$ cat src/rtl/vga_pkg.sv
// Shared definitions for the sprite compositor: config field codes, sprite FSM
// states and the pair-to-bit mapping of the collision vector.
package vga_pkg;

  localparam logic [2:0] FIELD_XSTART = 3'd0;
  localparam logic [2:0] FIELD_YSTART = 3'd1;
  localparam logic [2:0] FIELD_PIXELS = 3'd2;
  localparam logic [2:0] FIELD_CTRL   = 3'd3;
  localparam logic [2:0] FIELD_COLOR1 = 3'd4;
  localparam logic [2:0] FIELD_COLOR2 = 3'd5;
  localparam logic [2:0] FIELD_COLOR3 = 3'd6;

  typedef enum logic {IDLE = 1'b0, DRAW = 1'b1} sprite_state_t;

  // Lexicographic position of pair (i,j), i<j, among n sprites.
  function automatic int pair_index(input int i, input int j, input int n);
    return i * n - (i * (i + 1)) / 2 + (j - i - 1);
  endfunction

endpackage

$ cat src/rtl/vga_sprite_unit.sv
// One sprite: config registers, row shadow registers and the row-drawing FSM.
// color_idx is the index that the top level registers onto the output next edge.
//   state | meaning
//   IDLE  | waiting for h_counter==x_start inside the vertical window
//   DRAW  | walking the latched row, each pixel held max(scale,1) cycles
module vga_sprite_unit
  import vga_pkg::*;
#(
  parameter int SPRITE_PIXELS = 16,
  parameter int CNT_W         = 10,
  parameter int COLOR_W       = 12
) (
  input  logic               clk,
  input  logic               reset,
  input  logic [CNT_W-1:0]   h_counter,
  input  logic [CNT_W-1:0]   v_counter,
  input  logic               cfg_we,
  input  logic [2:0]         cfg_field,
  input  logic [31:0]        cfg_data,
  output logic [1:0]         color_idx,
  output logic [COLOR_W-1:0] color1,
  output logic [COLOR_W-1:0] color2,
  output logic [COLOR_W-1:0] color3
);

  localparam int PIX_W = 2 * SPRITE_PIXELS;
  localparam int IDX_W = $clog2(SPRITE_PIXELS);
  localparam logic [IDX_W-1:0] LAST_IDX = IDX_W'(SPRITE_PIXELS - 1);

  logic [CNT_W-1:0] x_start, y_start, height;
  logic [PIX_W-1:0] pixels, sh_pixels;
  logic [5:0]       scale, sh_scale, cnt, cnt_n;
  logic             enable, mirror, sh_mirror;
  logic [IDX_W-1:0] idx, idx_n;
  sprite_state_t    state, state_n;

  logic             trigger;
  logic [CNT_W:0]   y_end;
  logic [5:0]       scale_eff, sh_scale_eff;
  logic [IDX_W-1:0] start_idx, end_idx;
  logic             unused_cfg_bits;

  function automatic logic [1:0] pix_at(input logic [PIX_W-1:0] vec, input logic [IDX_W-1:0] i);
    return vec[{i, 1'b0} +: 2];
  endfunction

  assign unused_cfg_bits = ^cfg_data;

  always_ff @(posedge clk or posedge reset) begin
    if (reset) begin
      x_start <= '0;
      y_start <= '0;
      height  <= '0;
      pixels  <= '0;
      scale   <= '0;
      enable  <= 1'b0;
      mirror  <= 1'b0;
      color1  <= '0;
      color2  <= '0;
      color3  <= '0;
    end else if (cfg_we) begin
      case (cfg_field)
        FIELD_XSTART: x_start <= cfg_data[CNT_W-1:0];
        FIELD_YSTART: begin
          y_start <= cfg_data[CNT_W-1:0];
          height  <= cfg_data[CNT_W+15:16];
        end
        FIELD_PIXELS: pixels <= cfg_data[PIX_W-1:0];
        FIELD_CTRL: begin
          scale  <= cfg_data[5:0];
          enable <= cfg_data[8];
          mirror <= cfg_data[9];
        end
        FIELD_COLOR1: color1 <= cfg_data[COLOR_W-1:0];
        FIELD_COLOR2: color2 <= cfg_data[COLOR_W-1:0];
        FIELD_COLOR3: color3 <= cfg_data[COLOR_W-1:0];
        default: ;
      endcase
    end
  end

  // Window end kept one bit wider so y_start+height never wraps.
  assign y_end        = {1'b0, y_start} + {1'b0, height};
  assign trigger      = enable && (h_counter == x_start) && (v_counter >= y_start)
                        && ({1'b0, v_counter} < y_end);
  assign scale_eff    = (scale == 6'd0) ? 6'd1 : scale;
  assign sh_scale_eff = (sh_scale == 6'd0) ? 6'd1 : sh_scale;
  assign start_idx    = mirror ? LAST_IDX : '0;
  assign end_idx      = sh_mirror ? '0 : LAST_IDX;

  always_comb begin
    state_n   = state;
    idx_n     = idx;
    cnt_n     = cnt;
    color_idx = 2'd0;
    case (state)
      IDLE: begin
        if (trigger) begin
          state_n   = DRAW;
          idx_n     = start_idx;
          cnt_n     = scale_eff - 6'd1;
          color_idx = pix_at(pixels, start_idx);
        end
      end
      DRAW: begin
        if (cnt != 6'd0) begin
          cnt_n     = cnt - 6'd1;
          color_idx = pix_at(sh_pixels, idx);
        end else if (idx == end_idx) begin
          state_n = IDLE;
        end else begin
          idx_n     = sh_mirror ? idx - 1'b1 : idx + 1'b1;
          cnt_n     = sh_scale_eff - 6'd1;
          color_idx = pix_at(sh_pixels, idx_n);
        end
      end
      default: state_n = IDLE;
    endcase
  end

  always_ff @(posedge clk or posedge reset) begin
    if (reset) begin
      state     <= IDLE;
      idx       <= '0;
      cnt       <= '0;
      sh_pixels <= '0;
      sh_scale  <= '0;
      sh_mirror <= 1'b0;
    end else begin
      state <= state_n;
      idx   <= idx_n;
      cnt   <= cnt_n;
      if (state == IDLE && trigger) begin
        sh_pixels <= pixels;
        sh_scale  <= scale;
        sh_mirror <= mirror;
      end
    end
  end

endmodule

$ cat src/rtl/vga_sprite_engine.sv
// Sprite compositor: NUM_SPRITES sprite units, lowest-index-wins priority mux,
// sticky pairwise collision flags and the registered pixel outputs.
module vga_sprite_engine
  import vga_pkg::*;
#(
  parameter  int NUM_SPRITES   = 4,
  parameter  int SPRITE_PIXELS = 16,
  parameter  int CNT_W         = 10,
  parameter  int COLOR_W       = 12,
  localparam int SEL_W         = $clog2(NUM_SPRITES),
  localparam int NUM_PAIRS     = NUM_SPRITES * (NUM_SPRITES - 1) / 2
) (
  input  logic                 clk,
  input  logic                 reset,
  input  logic [CNT_W-1:0]     h_counter,
  input  logic [CNT_W-1:0]     v_counter,
  input  logic                 h_active,
  input  logic                 v_active,
  input  logic                 cfg_we,
  input  logic [SEL_W-1:0]     cfg_sel,
  input  logic [2:0]           cfg_field,
  input  logic [31:0]          cfg_data,
  input  logic                 coll_clear,
  output logic                 pix_valid,
  output logic                 pix_hit,
  output logic [COLOR_W-1:0]   pix_color,
  output logic [NUM_PAIRS-1:0] collision_bits
);

  logic [1:0]         color_idx [NUM_SPRITES];
  logic [COLOR_W-1:0] palette   [NUM_SPRITES][3];
  logic               hit_c;
  logic [COLOR_W-1:0] color_c;
  logic [NUM_PAIRS-1:0] coll_now;

  for (genvar g = 0; g < NUM_SPRITES; g++) begin : g_unit
    vga_sprite_unit #(
      .SPRITE_PIXELS(SPRITE_PIXELS),
      .CNT_W        (CNT_W),
      .COLOR_W      (COLOR_W)
    ) u_unit (
      .clk      (clk),
      .reset    (reset),
      .h_counter(h_counter),
      .v_counter(v_counter),
      .cfg_we   (cfg_we && (cfg_sel == SEL_W'(g))),
      .cfg_field(cfg_field),
      .cfg_data (cfg_data),
      .color_idx(color_idx[g]),
      .color1   (palette[g][0]),
      .color2   (palette[g][1]),
      .color3   (palette[g][2])
    );
  end

  // Scan from the highest index down so the lowest opaque sprite is written last.
  always_comb begin
    hit_c   = 1'b0;
    color_c = '0;
    for (int i = NUM_SPRITES - 1; i >= 0; i--) begin
      if (color_idx[i] != 2'd0) begin
        hit_c = 1'b1;
        case (color_idx[i])
          2'd1:    color_c = palette[i][0];
          2'd2:    color_c = palette[i][1];
          default: color_c = palette[i][2];
        endcase
      end
    end
  end

  always_comb begin
    coll_now = '0;
    for (int i = 0; i < NUM_SPRITES; i++) begin
      for (int j = i + 1; j < NUM_SPRITES; j++) begin
        coll_now[pair_index(i, j, NUM_SPRITES)] = h_active && v_active
            && (color_idx[i] != 2'd0) && (color_idx[j] != 2'd0);
      end
    end
  end

  always_ff @(posedge clk or posedge reset) begin
    if (reset) begin
      pix_valid      <= 1'b0;
      pix_hit        <= 1'b0;
      pix_color      <= '0;
      collision_bits <= '0;
    end else begin
      pix_valid      <= h_active && v_active;
      pix_hit        <= hit_c;
      pix_color      <= color_c;
      collision_bits <= (coll_clear ? '0 : collision_bits) | coll_now;
    end
  end

endmodule
$ cat config.mk
export PLATFORM = sky130hd
export DESIGN_NAME = vga_sprite_engine
export DESIGN_NICKNAME = d
export VERILOG_FILES = /design/src/rtl/vga_pkg.sv /design/src/rtl/vga_sprite_unit.sv /design/src/rtl/vga_sprite_engine.sv
export SDC_FILE = /design/constraint.sdc
export NUM_CORES = 2
export LEC_CHECK = 0
export CAP_MARGIN = 40
export CORE_MARGIN = 1.5
export CORE_UTILIZATION = 50
export DETAILED_ROUTE_END_ITERATION = 10
export PLACE_DENSITY = 0.67
export SKIP_LAST_GASP = 1
export SYNTH_ARGS = -nofsm -noshare
export SYNTH_HDL_FRONTEND = slang
export SYNTH_SLANG_ARGS = --single-unit
$ cat constraint.sdc
create_clock -name clk -period 63.2 [get_ports clk]
set_clock_uncertainty 0.2 [all_clocks]
set_input_delay 18.96 -clock clk [delete_from_list [all_inputs] [get_ports clk]]
set_output_delay 18.96 -clock clk [all_outputs]
set_load 0.01 [all_outputs]
Word-level counts from Yosys, hierarchy flattened
Index checks and enable logic that the tools add are counted.
{ "op_classes": {"n_shift": 12, "magnitude_cmp": 8, "n_mux": 97, "bitwise": 5, "n_addsub": 24, "n_reduce_logical": 84, "n_eq_ne": 41} }
{ "op_table": {"columns": ["operator", "count"], "rows": [
  ["indexed part select 32 x 6 -> 2 bit", 12],
  ["2-to-1 mux 6 bit", 21],
  ["2-to-1 mux 4 bit", 24],
  ["one-hot mux 12 bit (2 select lines)", 4],
  ["subtractor 6 x 1 -> 6 bit (second input constant)", 12],
  ["AND reduction 2 bit", 32],
  ["zero test 6 bit", 8],
  ["2-to-1 mux 12 bit", 4],
  ["one-hot mux 6 bit (2 select lines)", 4],
  ["adder 10 x 10 -> 11 bit", 4],
  ["less-than comparator 10 x 11 -> 1 bit", 4],
  ["equality test 10 bit", 4],
  [">= comparator 10 bit", 4],
  ["one-hot mux 4 bit (2 select lines)", 4],
  ["logical AND 1 bit", 30],
  ["2-to-1 mux 2 bit", 12],
  ["nonzero test 6 bit", 4],
  ["adder 4 x 1 -> 4 bit (second input constant)", 4],
  ["equality test 4 bit", 4],
  ["2-to-1 mux 1 bit", 16],
  ["!= test 2 bit (second input constant)", 8],
  ["one-hot mux 2 bit (2 select lines)", 4],
  ["subtractor 4 x 1 -> 4 bit (second input constant)", 4],
  ["equality test 2 bit (second input constant)", 6],
  ["13 further kinds", 38]
]} }
{ "word_totals": {"inputBits": 63, "elab_cells": 339, "regBits": 644, "out_inout_bits": 20} }

Longest topological paths before layout
{ "logic_depth": {"depth_word": 12, "ltp_mapped": 25, "ltp_nobuf": 23} }

By module
Synthesis repeated with hierarchy kept, for this count alone.
{ "hier_totals": {"cells_unflattened": 2557, "hier_area_um2": 33181.8} }
{ "modules_own_cells": {"columns": ["mod", "n_inst", "cells_each", "seq_area_each_um2", "area_per_inst_um2"], "rows": [
  ["vga_sprite_unit at g_unit[0].u_unit ...", 2, 577, 3903.7, 7880.1],
  ["vga_sprite_unit at g_unit[3].u_unit", 1, 568, 3903.7, 7723.7],
  ["vga_sprite_unit at g_unit[2].u_unit", 1, 566, 3903.7, 7712.4],
  ["vga_sprite_engine", 1, 269, 500.5, 1985.7]
]} }

Worst setup path before layout
Ideal clock, no wire load.
{ "synth_timing": {"kind": "input-to-reg", "startpoint": "input v_counter[9]", "endpoint": "register pix_color[1]", "cell_stages": 14, "setup_ns": 0.135, "path_buffers": 2, "arrival_time_ns": 21.827, "t_required_ns": 62.865, "slack_ns": 41.038, "cell_sequence": "ha_1 -> o211ai_1 -> or4_1 -> nor4_1 -> o211ai_1 -> clkbuf_1 -> o211a_1 -> ha_1 -> clkbuf_1 -> nand2_1 -> o211ai_1 -> o211ai_1 -> o211ai_1 -> o21ai_0"} }
{ "synth_between": {"elab_chain_cells": 11, "elab_cells_between_ends": 44, "cone_classes": "order compare (8); eq/ne (8); mux (16); reduce/logical (12)"} }
{ "synth_rtl": {"columns": ["element", "line", "source"], "rows": [
  ["from (decl)", "vga_sprite_engine.sv:16", "input logic [CNT_W-1:0] v_counter,"],
  [">= comparator 10 bit", "vga_sprite_unit.sv:84", "assign trigger = enable && (h_counter == x_start) && (v_counter >= y_start)"],
  ["logical AND 1 bit", "vga_sprite_unit.sv:84", null],
  ["logical AND 1 bit", "vga_sprite_unit.sv:85", "&& ({1'b0, v_counter} < y_end);"],
  ["2-to-1 mux 2 bit", "vga_sprite_unit.sv:98", "if (trigger) begin"],
  ["one-hot mux 2 bit (2 select lines)", "vga_sprite_unit.sv:96", "case (state)"],
  ["equality test 2 bit or equality test 2 x 1 -> 1 bit (tied branches)", "vga_sprite_engine.sv:63", "case (color_idx[i])"],
  ["one-hot mux 12 bit (2 select lines)", "vga_sprite_engine.sv:63", null],
  ["2-to-1 mux 12 bit (3 in series)", "vga_sprite_engine.sv:61", "if (color_idx[i] != 2'd0) begin"],
  ["2-to-1 mux 12 bit (*)", "vga_sprite_engine.sv:61", null],
  ["via color_c[1]", "vga_sprite_engine.sv:33", "logic [COLOR_W-1:0] color_c;"],
  ["to (signal assigned)", "vga_sprite_engine.sv:91", "pix_color <= color_c;"],
  ["to (decl)", "vga_sprite_engine.sv:26", "output logic [COLOR_W-1:0] pix_color,"]
]} }
Mark *: on every way through the listed nets, which the timed path passes. The rest lies on a longest branch.
A chain may end at the register's enable or synchronous reset.

Worst setup path after layout
{ "layout_timing": {"startpoint": "input v_counter[9]", "endpoint": "register pix_color[5]"} }
Same word-level chain as after synthesis.

==> impl_results.md <==
* Wire per inst at 23.5 um
* Placed insts at roughly 3.4k
* Share of synthesized flip-flops with an asynchronous set or reset at 100%
* Status: complete, no violations
* Pwr dens at between 30 and 40 nW/um2
* Row count at 93
* Reg power frac at a little over two fifths
* Register area share after synthesis at roughly half
* Worst Tran Pin Value at 992 ps
* Ys Warns at 0
* Setup crit end kind: flop
* Placed inst area at ~35000 um2
* Area contributors post-synth: dfrtp_1, mux2_2, mux4_2
* Post-synth top flop: dfrtp_1
* Commonest non-fill, non-tap cell in the layout: dfrtp_1
* CP delay by family, top: simple AND/OR/NAND/NOR gates
* Final Setup Violations at 0
* Worst vdd ir at 0.0231 mV
* GPL Wtd Cong at slightly below 0.9
* # port buffers at 82
* Switching share of power at between 20 and 30%
* WL final at around 83000 um
* Area occupied by multi-input gates at around 16000 um2
* Number of nets in the layout at roughly 2.8k
* Top cell type's share of synthesized area at 49.2%
* Leak Pwr at roughly 17 nW
* Tot GR Track Use at 25.2%
* CP dominant cell by count: o211ai_1
* Core area at 64600 um2
* Synth-to-layout area growth at 13.8%
* Final Max Slew Viols at 0
* Cell variety after synth at 66
* Detail Placement HPWL at roughly 56000 um
* Final period util at 37.2%
* Boundary Pins at between 80 and 90
* Initial antenna violation count at 9
* M1 WL at approximately 39000 um
* CTS tree: yes
* Period minus WS final at between 20000 and 25000 ps
* Worst path bufs/invs at 2
* Synth area leader: dfrtp_1
* Max Freq at around 43 MHz
* Post-CTS Setup Inserts at 0
* Combinational power share at about a fifth
* Clock tree sinks at around 640
* Max_cap viols at 0
* Critical Path RT at roughly 64000 ps
* Max Root-Sink Buffers at 3
* Worst-path fanout max at 44
* Top sig layer: met4
* Total Power at between 1 and 1.5 mW
* Clk_lat worst skew at between 600 and 700 ps
* CTS H-tree depth at 3
* CTS Buf Count at 71
* Synth Instances at between 2k and 3k
* Die height at about 260 um
* CTS Hold Bufs at 0
* Clock root cell: clkbuf_16
* CP arrival at 23820 ps
* Avg Vias per Cell at between 6 and 7
* First-pass GRT wire length at between 100000 and 150000 um
* Worst path max stage delay at ~750 ps
* Pint at 0.846 mW
* Crit path kind: in -> reg
* Largest net degree at the start of global routing at 171
* Most frequent cells in the layout: dfrtp_1, mux2_2, ha_1, nand2_1, a21oi_1
* Synth Register Bits at 644
* Crit-path slowest cell: clkdlybuf4s50_1
* Final WS setup at roughly 40000 ps
* Fill cells at between 5k and 6k
* Post-synthesis average cell area at around 13 um2
* # DRC at 0
* Die area at 67100 um2
* TNS Setup at 0 ps
* Slew headroom at about a third
* Post-Layout Inst Area at between 30000 and 40000 um2
* Vias in the first global route at roughly 22k
* Number of enable flip-flop cells after synthesis at 0
* Final ANT Viol Nets at 0
* Post-Syn Nets at roughly 2.8k
* Switch Pwr at roughly 0.33 mW
* Share of layout cells above drive strength 1 at about a third
* Power share of the clock group at between 30% and 40%
* Vias at between 20k and 25k
* Clock-pin slew on the worst setup and hold paths at around 60 ps
* Met2 WL at ~39000 um
* Sequential cell area at between 15000 and 20000 um2
* Post-cts sizing count at 0
* Met3 Wirelength at just under 4000 um
* CP Cell Sequence: clkdlybuf4s50_1 -> ha_1 -> o211ai_1 -> or4_1 -> nor4_1 -> o211ai_1 -> buf_4 -> o211a_1 -> ha_1 -> nor2b_1 -> o211ai_1 -> o211ai_1 -> o211ai_1 -> o21ai_0
* RSZ-0062 raised after global routing: false
* Initial Util at roughly 51%
* Final Hold Fails at 0
* 1st-pass router iterations at 5
* Initial DRC count at roughly 1.8k
* Hold WC Path Type: reg -> reg
* Synth Cell Area at around 33000 um2
* Placement Setup Slack at around 39000 ps
* Die width at around 260 um
* CP Launch Type: primary input
* Total grt overflow at 0
* Post-route non-filler standard cell count at approximately 3.5k
layer usage:
| layer | vias up | track usage [%] |
|---|---|---|
| li1 | 9531 | - |
| met1 | 11100 | 36.9 |
| met3 | 106 | 3.03 |
| met5 | - | 0 |
| met2 | 530 | 39.8 |
| met4 | 0 | 7.05 |
path summary, 6_finish.rpt:
check                                       startpoint                            end  slack, ps  cells after the start
min                         g_unit[3].u_unit.pixels[2]  g_unit[3].u_unit.sh_pixels[2]        300                      1
max                                       v_counter[9]                   pix_color[5]      39690                     14
min reg2reg                 g_unit[3].u_unit.pixels[2]  g_unit[3].u_unit.sh_pixels[2]        300                      1
max reg2reg                g_unit[2].u_unit.y_start[1]                   pix_color[5]      56800                     21
min in group asynchronous                        reset   g_unit[1].u_unit.sh_scale[2]      18670                      2
max in group asynchronous                        reset     g_unit[2].u_unit.pixels[4]      41290                      6
registers in the layout, indices dropped and copies added (netlist names), 4 cells and up:
name / flops
g_unit.u_unit.enable: 4
g_unit.u_unit.sh_scale: 24
collision_bits: 6
g_unit.u_unit.height: 40
g_unit.u_unit.y_start: 40
g_unit.u_unit.pixels: 128
g_unit.u_unit.cnt: 24
g_unit.u_unit.color2: 48
g_unit.u_unit.color3: 48
g_unit.u_unit.mirror: 4
g_unit.u_unit.scale: 24
g_unit.u_unit.state: 4
g_unit.u_unit.sh_mirror: 4
pix_color: 12
g_unit.u_unit.idx: 16
g_unit.u_unit.x_start: 40
g_unit.u_unit.color1: 48
g_unit.u_unit.sh_pixels: 128
kinds of logic (layout without fill, tap and decap cells):
family          after synthesis  in the layout  share of synthesized area [%]
xor+xnor                     92             92                           2.46
mux                         706            706                           27.0
compound gates              394            394                           7.74
simple gates                348            348                           5.16
fa+ha+maj                   148            148                           5.83
flops                       644            644                           49.2
buf+inv                     216            341                           2.62
other cells                   0              2                              0
final cells by class:
type | instances | share of cell area (%)
clock inverters | 22 | 0.899
well taps | 855 | 2.87
flip-flops and latches | 644 | 43.2
multi-input cells | 1688 | 42.4
repair buffers | 136 | 4.04
clock buffers | 104 | 5.75
inverters | 79 | 0.815
diodes | 2 | 0.0134
worst reg2reg max path: cells and delay by family, from the launching register on:
| family | cells | cell delay (ps) |
|---|---|---|
| adder cells (fa/ha/maj) | 3 | 1270 |
| AO/OA/AOI/OAI | 13 | 2580 |
| flip-flops | 1 | 430 |
| buffers and inverters | 1 | 220 |
| AND/OR/NAND/NOR | 4 | 1620 |
synthesized netlist by cell type, types with 3 or more instances:
cell,number
mux2i_1,24
ha_1,140
and3_1,12
a21o_1,33
fa_1,8
inv_1,79
nand2_1,103
a211oi_1,14
and3b_1,4
o41ai_1,6
a31oi_1,17
nor3_1,29
a31o_2,3
clkbuf_1,100
mux2_4,17
or3_1,4
a21oi_1,96
nand2b_1,16
dfrtp_1,644
nand3_1,24
xor2_1,49
nor2b_1,9
o21bai_1,4
mux2_2,587
o32ai_1,5
nand3b_1,6
nor3b_1,9
o21a_1,13
o22a_1,3
and4_1,4
or4_1,6
o21ai_0,82
o22ai_1,5
mux4_2,78
nor2_1,92
o211ai_1,40
a22oi_1,49
nand4_1,7
o31ai_1,3
o211a_1,3
xnor2_1,43
buf_1,32
nor4_1,13
per-stage QoR:
stage	hold slack [ps]	util, %
detailed placement	288	53.9
finish	299	57.8
global route	311	57.8
floorplan	274	-
global placement	279	53.1
CTS	301	57.8
power by group through the flow:
| stage | clock network (mW) | registers, mW | logic (mW) |
|---|---|---|---|
| after CTS | 0.446 | 0.507 | 0.227 |
| final | 0.439 | 0.507 | 0.227 |
| after floorplan | 0 | 0.499 | 0.170 |
| after global routing | 0.463 | 0.515 | 0.251 |
| after detailed placement | 0 | 0.514 | 0.226 |
| after global placement | 0 | 0.512 | 0.212 |
Power figures use the tool's default switching activity.
